### config.mk
export PLATFORM = sky130hd
export DESIGN_NAME = hack_decode_stage
export DESIGN_NICKNAME = d
export VERILOG_FILES = /design/src/rtl/hack_decode_stage.sv
export SDC_FILE = /design/constraint.sdc
export NUM_CORES = 1
export LEC_CHECK = 0
export BUFFER_PORTS_ARGS = -buffer_cell sky130_fd_sc_hd__buf_4
export CORE_AREA = 2 2 110 123
export CTS_BUF_LIST = sky130_fd_sc_hd__clkbuf_4 sky130_fd_sc_hd__clkbuf_8
export CTS_CLUSTER_DIAMETER = 120
export DETAILED_ROUTE_END_ITERATION = 10
export DIE_AREA = 0 0 112 125
export HOLD_SLACK_MARGIN = 0.06
export PLACE_DENSITY_LB_ADDON = 0.3
export SLEW_MARGIN = 20
export SYNTH_ARGS = -nofsm -noshare
export SYNTH_HDL_FRONTEND = slang
export SYNTH_SLANG_ARGS = --single-unit
### constraint.sdc
create_clock -name clk -period 2.37 [get_ports clk]
set_input_delay 0.474 -clock clk [delete_from_list [all_inputs] [get_ports clk]]
set_output_delay 0.474 -clock clk [all_outputs]
set_load 0.005 [all_outputs]
### src/rtl/hack_decode_stage.sv
// Hack CPU decode stage: combinational decode into a two-entry output/skid
// buffer with registered in_ready, flush, and a saturating illegal counter.
module hack_decode_stage #(
  parameter int PC_W   = 15,
  parameter int STRICT = 1,
  parameter int CNT_W  = 8
) (
  input  logic             clk,
  input  logic             reset,
  input  logic             in_valid,
  output logic             in_ready,
  input  logic [15:0]      in_instr,
  input  logic [PC_W-1:0]  in_pc,
  input  logic             flush,
  output logic             out_valid,
  input  logic             out_ready,
  output logic [PC_W-1:0]  out_pc,
  output logic             out_is_c,
  output logic [14:0]      out_imm,
  output logic             out_load_a,
  output logic             out_load_d,
  output logic             out_write_m,
  output logic             out_sel_m,
  output logic [5:0]       out_alu,
  output logic [2:0]       out_jcond,
  output logic             out_illegal,
  output logic [CNT_W-1:0] illegal_count
);

  typedef struct packed {
    logic [PC_W-1:0] pc;
    logic            is_c;
    logic [14:0]     imm;
    logic            load_a;
    logic            load_d;
    logic            write_m;
    logic            sel_m;
    logic [5:0]      alu;
    logic [2:0]      jcond;
    logic            illegal;
  } beat_t;

  // The a=1 comp set is a subset of the a=0 set; the rest are M-less only.
  function automatic logic comp_ok(input logic a, input logic [5:0] c);
    case (c)
      6'b110000, 6'b110001, 6'b110011, 6'b110111, 6'b110010,
      6'b000010, 6'b010011, 6'b000111, 6'b000000, 6'b010101: comp_ok = 1'b1;
      6'b101010, 6'b111111, 6'b111010, 6'b001100,
      6'b001101, 6'b001111, 6'b011111, 6'b001110:            comp_ok = !a;
      default:                                               comp_ok = 1'b0;
    endcase
  endfunction

  beat_t dec, or_q, sk_q;
  logic  or_v, sk_v, rdy_q, legal, accept, or_free;

  always_comb begin
    dec    = '0;
    legal  = 1'b1;
    dec.pc = in_pc;
    if (!in_instr[15]) begin
      dec.imm    = in_instr[14:0];
      dec.load_a = 1'b1;
    end else begin
      legal = comp_ok(in_instr[12], in_instr[11:6]) &&
              ((STRICT == 0) || (in_instr[14:13] == 2'b11));
      dec.is_c    = 1'b1;
      dec.sel_m   = in_instr[12];
      dec.alu     = in_instr[11:6];
      dec.illegal = !legal;
      if (legal) begin
        dec.load_a  = in_instr[5];
        dec.load_d  = in_instr[4];
        dec.write_m = in_instr[3];
        dec.jcond   = in_instr[2:0];
      end
    end
  end

  assign accept  = in_valid && rdy_q && !flush;
  assign or_free = !or_v || out_ready;

  always_ff @(posedge clk) begin
    if (reset) begin
      or_q  <= '0;
      sk_q  <= '0;
      or_v  <= 1'b0;
      sk_v  <= 1'b0;
      rdy_q <= 1'b1;
    end else if (flush) begin
      or_v  <= 1'b0;
      sk_v  <= 1'b0;
      rdy_q <= 1'b1;
    end else if (or_free) begin
      if (sk_v) begin
        // Skid drains first so order is preserved; a new beat takes its place.
        or_q  <= sk_q;
        or_v  <= 1'b1;
        sk_v  <= accept;
        rdy_q <= !accept;
        if (accept) sk_q <= dec;
      end else begin
        or_v  <= accept;
        rdy_q <= 1'b1;
        if (accept) or_q <= dec;
      end
    end else if (accept) begin
      sk_q  <= dec;
      sk_v  <= 1'b1;
      rdy_q <= 1'b0;
    end else begin
      rdy_q <= !sk_v;
    end
  end

  // Delivered illegal beats count even in a flush cycle.
  always_ff @(posedge clk) begin
    if (reset)
      illegal_count <= '0;
    else if (or_v && out_ready && or_q.illegal && (illegal_count != {CNT_W{1'b1}}))
      illegal_count <= illegal_count + 1'b1;
  end

  assign in_ready    = rdy_q;
  assign out_valid   = or_v;
  assign out_pc      = or_q.pc;
  assign out_is_c    = or_q.is_c;
  assign out_imm     = or_q.imm;
  assign out_load_a  = or_q.load_a;
  assign out_load_d  = or_q.load_d;
  assign out_write_m = or_q.write_m;
  assign out_sel_m   = or_q.sel_m;
  assign out_alu     = or_q.alu;
  assign out_jcond   = or_q.jcond;
  assign out_illegal = or_q.illegal;

endmodule

==> impl_metrics.toml, run 1 <==
[outcome]
status = "finished, final reports clean"

[global_route]
grt_overflow = 0
first_global_vias = 3600
grt_max_degree = 64
grtUsageTotal = 0.157
antenna_found_initial = 0
grt_pass1_wl_mm = 18.2

[logic_synthesis]
synthCells = 520
synth-compound-area-share = 0.217
synth.distinct_cells = 45
synth_top_family_by_area = "compound AO/OA/AOI/OAI gates"
yosys.area_share.simple = 0.217
synth_fa_ha_area_frac = 0.00285
synth.ff_latch_count = 101
synth_flop_cell = "dfxtp_1"
syn_nets = 557
synth_edf_count = 0
seq_area_frac_synth = 0.461
syn_area_um2 = 4390
synth_xor_area_frac = 0.00998
synth_warnings = 0
syn_area_per_cell_um2 = 8.44
synth_mux_area_frac = 0.0388
synthArstFlopShare = 0

[clock_network]
cts.clk_slew.worst_paths_ps = 100
cts.sinks = 101
cts.repair.resized = 0
clk_path_buf_depth = 2
clk_latency_ps = 370
hold_buffers = 0
root_buffer = "clkbuf_8"
htree_levels = 3
cts-buffers-inserted = 9
cts_tree = "done"
cts_setup_buffers = 0

[final_layout]
final_core_util = 0.417
num_antenna_cells = 0
layout_common_cells = "dfxtp_1, buf_4, a21oi_1, nand2_1, nor2_1"
seq_area_um2 = 2020
layout-drive-gt1-share = 0.205
nets = 621
final_common_cell = "dfxtp_1"
n_fill_cell = 1305
area_growth_pct = 22.3
multi_input_area_um2 = 2140

[critical_path]
cp_data_arrival_time_ps = 2060
critPathKind = "reg2reg"
critPathCaptureType = "flip-flop"
worst_ep_required_time_ps = 2630
critPathLaunchType = "flip-flop"
crit_fanout = 4

[routing]
wl_met3_um = 566
finalWirelength_mm = 11.1
drtAntennaViolNets = 0
drt-met1-wl_mm = 5.28
routed-wl-met2_mm = 5.09
drtPass1Iterations = 5
drc = 0
via_count = 3857
wire_per_inst_um = 14.7
drt_iter0_drc = 296
top_layer_used = "met4"
viasPerCell = 5.14

[power_and_ir_drop]
ir_drop_mv = 0.248
p_leak_nw = 1.96
power_density_nw_per_um2 = 618

[floorplanning]
dieWidth_um = 112
dieHeight_um = 125
rows = 44
coreArea_um2 = 12900
start_util = 0.341
io_pins = 91
fp.dieArea_um2 = 14000

[sta]
period_needed_ps = 1800
slew_violations = 0
max_freq_mhz = 556
clock_skew_ps = 11.1
setup_viol = 0
max_slew_margin = 0.515
worst_pin_slew_ps = 726
final-hold-violation-count = 0
rsz0062_at_grt = "no"
setup_tns_ps = 0
period_share = 0.759

[place]
dp_hpwl_mm = 7.56
io_buffers = 90
routabilityCongestion = 0.812

[run]
maxCapViolations = 0

[worst_hold_path]
hold_path.class = "in2reg"
==> path summary, 6_finish.rpt <==
kind                            depth (start not counted)          endpoint        startpoint  slack [ps]
worst min register to register                          2          sk_q[16]          sk_q[16]         460
worst max register to register                          5  illegal_count[5]  illegal_count[0]         570
worst max-delay path                                    5  illegal_count[5]  illegal_count[0]         570
worst min-delay path                                    3          sk_q[39]          in_pc[9]         350
==> layout make-up <==
type / count / area share
clock inverters: 3 / 0.00816
flip-flops and latches: 101 / 0.377
well taps: 161 / 0.0375
multi-input cells: 361 / 0.398
repair buffers: 99 / 0.141
clock buffers: 13 / 0.0298
inverters: 12 / 0.00839
==> critical path: stages, from the launching register on <==
cell and delay [ps]:
dfxtp_1 350, ha_1 240, and3_1 230, a2111oi_0 640, xnor2_1 190, nor2_1 50
==> stage by stage <==
stage	power, mW	setup WS, ps	std cells	instance area [um2]	hold slack, ps
2_1_floorplan	2.02	660	520	4390	436
3_3_place_gp	2.20	388	734	5160	441
3_5_place_dp	2.21	353	734	5160	447
4_1_cts	3.35	537	750	5370	332
5_1_grt	3.44	434	750	5370	345
6_report	3.31	570	750	5370	350
==> where the power goes <==
| group | switching [mW] | leakage [nW] | internal (mW) |
|---|---|---|---|
| clock | 0.590 | 0.108 | 0.557 |
| combinational | 0.207 | 1.03 | 0.179 |
| sequential | 0.0307 | 0.822 | 1.75 |
| total | 0.828 | 1.96 | 2.49 |
==> logic make-up after synthesis <==
logic type	count (synthesis)
compound gates	143
xor+xnor	5
fa+ha+maj	1
buf+inv	58
flops	101
mux	17
simple gates	195
==> metal layers <==
| layer | up-vias | track usage |
|---|---|---|
| met2 | 93 | 0.249 |
| met3 | 10 | 0.0339 |
| met1 | 1771 | 0.213 |
| li1 | 1983 | - |
| met4 | 0 | 0.0516 |
| met5 | - | 0 |
==> cell usage after synthesis, drive strengths merged, types with 2 or more instances <==
cell | count | area (um2)
a2111oi | 2 | 17.5
a211oi | 42 | 328
a21boi | 6 | 45.0
a21oi | 64 | 320
and2 | 3 | 18.8
and3 | 9 | 56.3
buf | 20 | 91.3
clkbuf | 26 | 97.6
dfxtp | 101 | 2020
inv | 11 | 41.3
mux2i | 17 | 170
nand2 | 62 | 233
nand2b | 4 | 25.0
nand3 | 18 | 90.1
nand3b | 10 | 75.1
nand4 | 7 | 50.1
nor2 | 48 | 180
nor2b | 4 | 25.0
nor3 | 9 | 45.0
nor3b | 11 | 82.6
o21ai | 6 | 30.0
o31a | 2 | 17.5
o32ai | 5 | 43.8
o41ai | 6 | 52.6
or3 | 6 | 37.5
xnor2 | 5 | 43.8
==> sequential cells by signal, indices dropped and copies added (netlist names) <==
signal and flops:
out_alu 6, out_pc 15, sk_q 45, out_sel_m 1, out_valid 1, out_imm 15
out_is_c 1, in_ready 1, illegal_count 8, out_illegal 1, out_write_m 1, out_load_d 1
out_load_a 1, sk_v 1, out_jcond 3
Note: power is estimated with default switching activity, not from simulation.
==> run 2: changes to the inputs <==
==> constraint.sdc (replaced) <==
create_clock -name clk -period 1.88 [get_ports clk]
set_input_delay 0.376 -clock clk [delete_from_list [all_inputs] [get_ports clk]]
set_output_delay 0.376 -clock clk [all_outputs]
set_load 0.005 [all_outputs]
==> impl_metrics.toml, run 2 (synthesis results as in run 1) <==
[global_route]
grt_overflow = 0
grt_pass1_wl_mm = 18.3
antenna_found_initial = 0
grtUsageTotal = 0.158
grt_max_degree = 64
first_global_vias = 3729

[critical_path]
worst_ep_required_time_ps = 2160
critPathKind = "reg2reg"
crit_fanout = 32
cp_data_arrival_time_ps = 1980
critPathCaptureType = "flip-flop"
critPathLaunchType = "flip-flop"

[place]
routabilityCongestion = 0.758
io_buffers = 90
dp_hpwl_mm = 7.86
place_area_um2 = 5240

[power_and_ir_drop]
ir_drop_mv = 0.319
power_density_nw_per_um2 = 750
sw_frac_of_total = 0.256
switchingPower_mw = 1.05
seq_power_share = 0.548
p_comb_frac = 0.125
p_int_mw = 3.05
p_clk_frac = 0.327
p_leak_nw = 2.01

[sta]
period_share = 0.907
period_needed_ps = 1700
rsz0062_at_grt = "no"
max_freq_mhz = 587
final-hold-violation-count = 0
max_slew_margin = 0.544
worst_pin_slew_ps = 679
holdWs_ps = 253
setup_tns_ps = 0
slew_violations = 0
setup_viol = 0
clock_skew_ps = 8.87

[routing]
drc = 0
viasPerCell = 5.23
finalWirelength_mm = 11.5
drt_iter0_drc = 331
via_count = 3980
drtPass1Iterations = 5
wire_per_inst_um = 15.2
drtAntennaViolNets = 0

[clock_network]
cts.clk_slew.worst_paths_ps = 90
cts.sinks = 101
cts-buffers-inserted = 9
cts_tree = "done"
root_buffer = "clkbuf_8"
htree_levels = 3
clk_latency_ps = 370
clk_path_buf_depth = 2

[floorplanning]
dieWidth_um = 112
coreArea_um2 = 12900
start_util = 0.341
dieHeight_um = 125
rows = 44
io_pins = 91
fp.dieArea_um2 = 14000

[final_layout]
area_growth_pct = 24.5
final_common_cell = "buf_4"
largest_reg_flops = 45
nets = 632
layout-drive-gt1-share = 0.220
num_antenna_cells = 0
stdcell_area_um2 = 5460
layout_common_cells = "buf_4, dfxtp_1, a21oi_1, nand2_1, nor2_1"
largest_register = "sk_q"

[worst_hold_path]
hold_path.class = "in2reg"

[run]
maxCapViolations = 0

[outcome]
status = "finished, final reports clean"
## run 2: critical path, cell delays in order (launching register included)
cell       delay (ps)
dfxtp_1           350
nor2b_1           170
buf_4             160
nor3_4            340
clkbuf_16         290
nor2_1             60
a211oi_1          230
## run 2: repair_timing
| item | CTS | global route |
|---|---|---|
| hold buffers | 0 | 0 |
| endpoints found under the setup margin | 0 | 3 |
| gates resized for setup | 0 | 2 |
| buffers inserted | 0 | 2 |
## run 2: worst paths after layout
kind / from / endpoint / depth (start not counted) / slack, ps
max: out_valid / out_pc[6] / 6 / 180
min reg2reg: sk_q[33] / sk_q[33] / 2 / 460
max reg2reg: out_valid / out_pc[6] / 6 / 180
min: in_pc[12] / sk_q[42] / 3 / 250
## run 2: cell type report
type / count / area [um2]
Sequential cell: 101 / 2020
Tap cell: 161 / 201
Timing Repair Buffer: 110 / 860
Multi-Input combinational cell: 361 / 2140
Inverter: 12 / 45.0
Clock inverter: 3 / 18.8
Clock buffer: 13 / 173
Fill cell: 1334 / 7420
## run 2: metal layers
layer / wire [um] / global-route usage / up-vias
li1: - / - / 2002
met1: 5270 / 0.213 / 1855
met2: 5440 / 0.248 / 101
met3: 572 / 0.0310 / 22
met4: 261 / 0.0703 / 0
met5: 0 / 0 / -
## run 2: power by group through the flow
stage                     combinational (mW)  clock [mW]  sequential (mW)
after global placement                 0.494           0             2.29
after global routing                   0.563        1.48             2.26
after floorplan                        0.257           0             2.30
final                                  0.511        1.34             2.25
after CTS                              0.505        1.38             2.25
after detailed placement               0.503           0             2.30
## run 2: through the flow
stage               setup WS [ps]  power (mW)   util  instances
floorplan                     268        2.55      -        520
global placement             64.2        2.79  0.406        742
detailed placement           12.7        2.80  0.406        742
CTS                           104        4.13  0.421        758
global route                 15.6        4.30  0.424        761
finish                        176        4.10  0.424        761
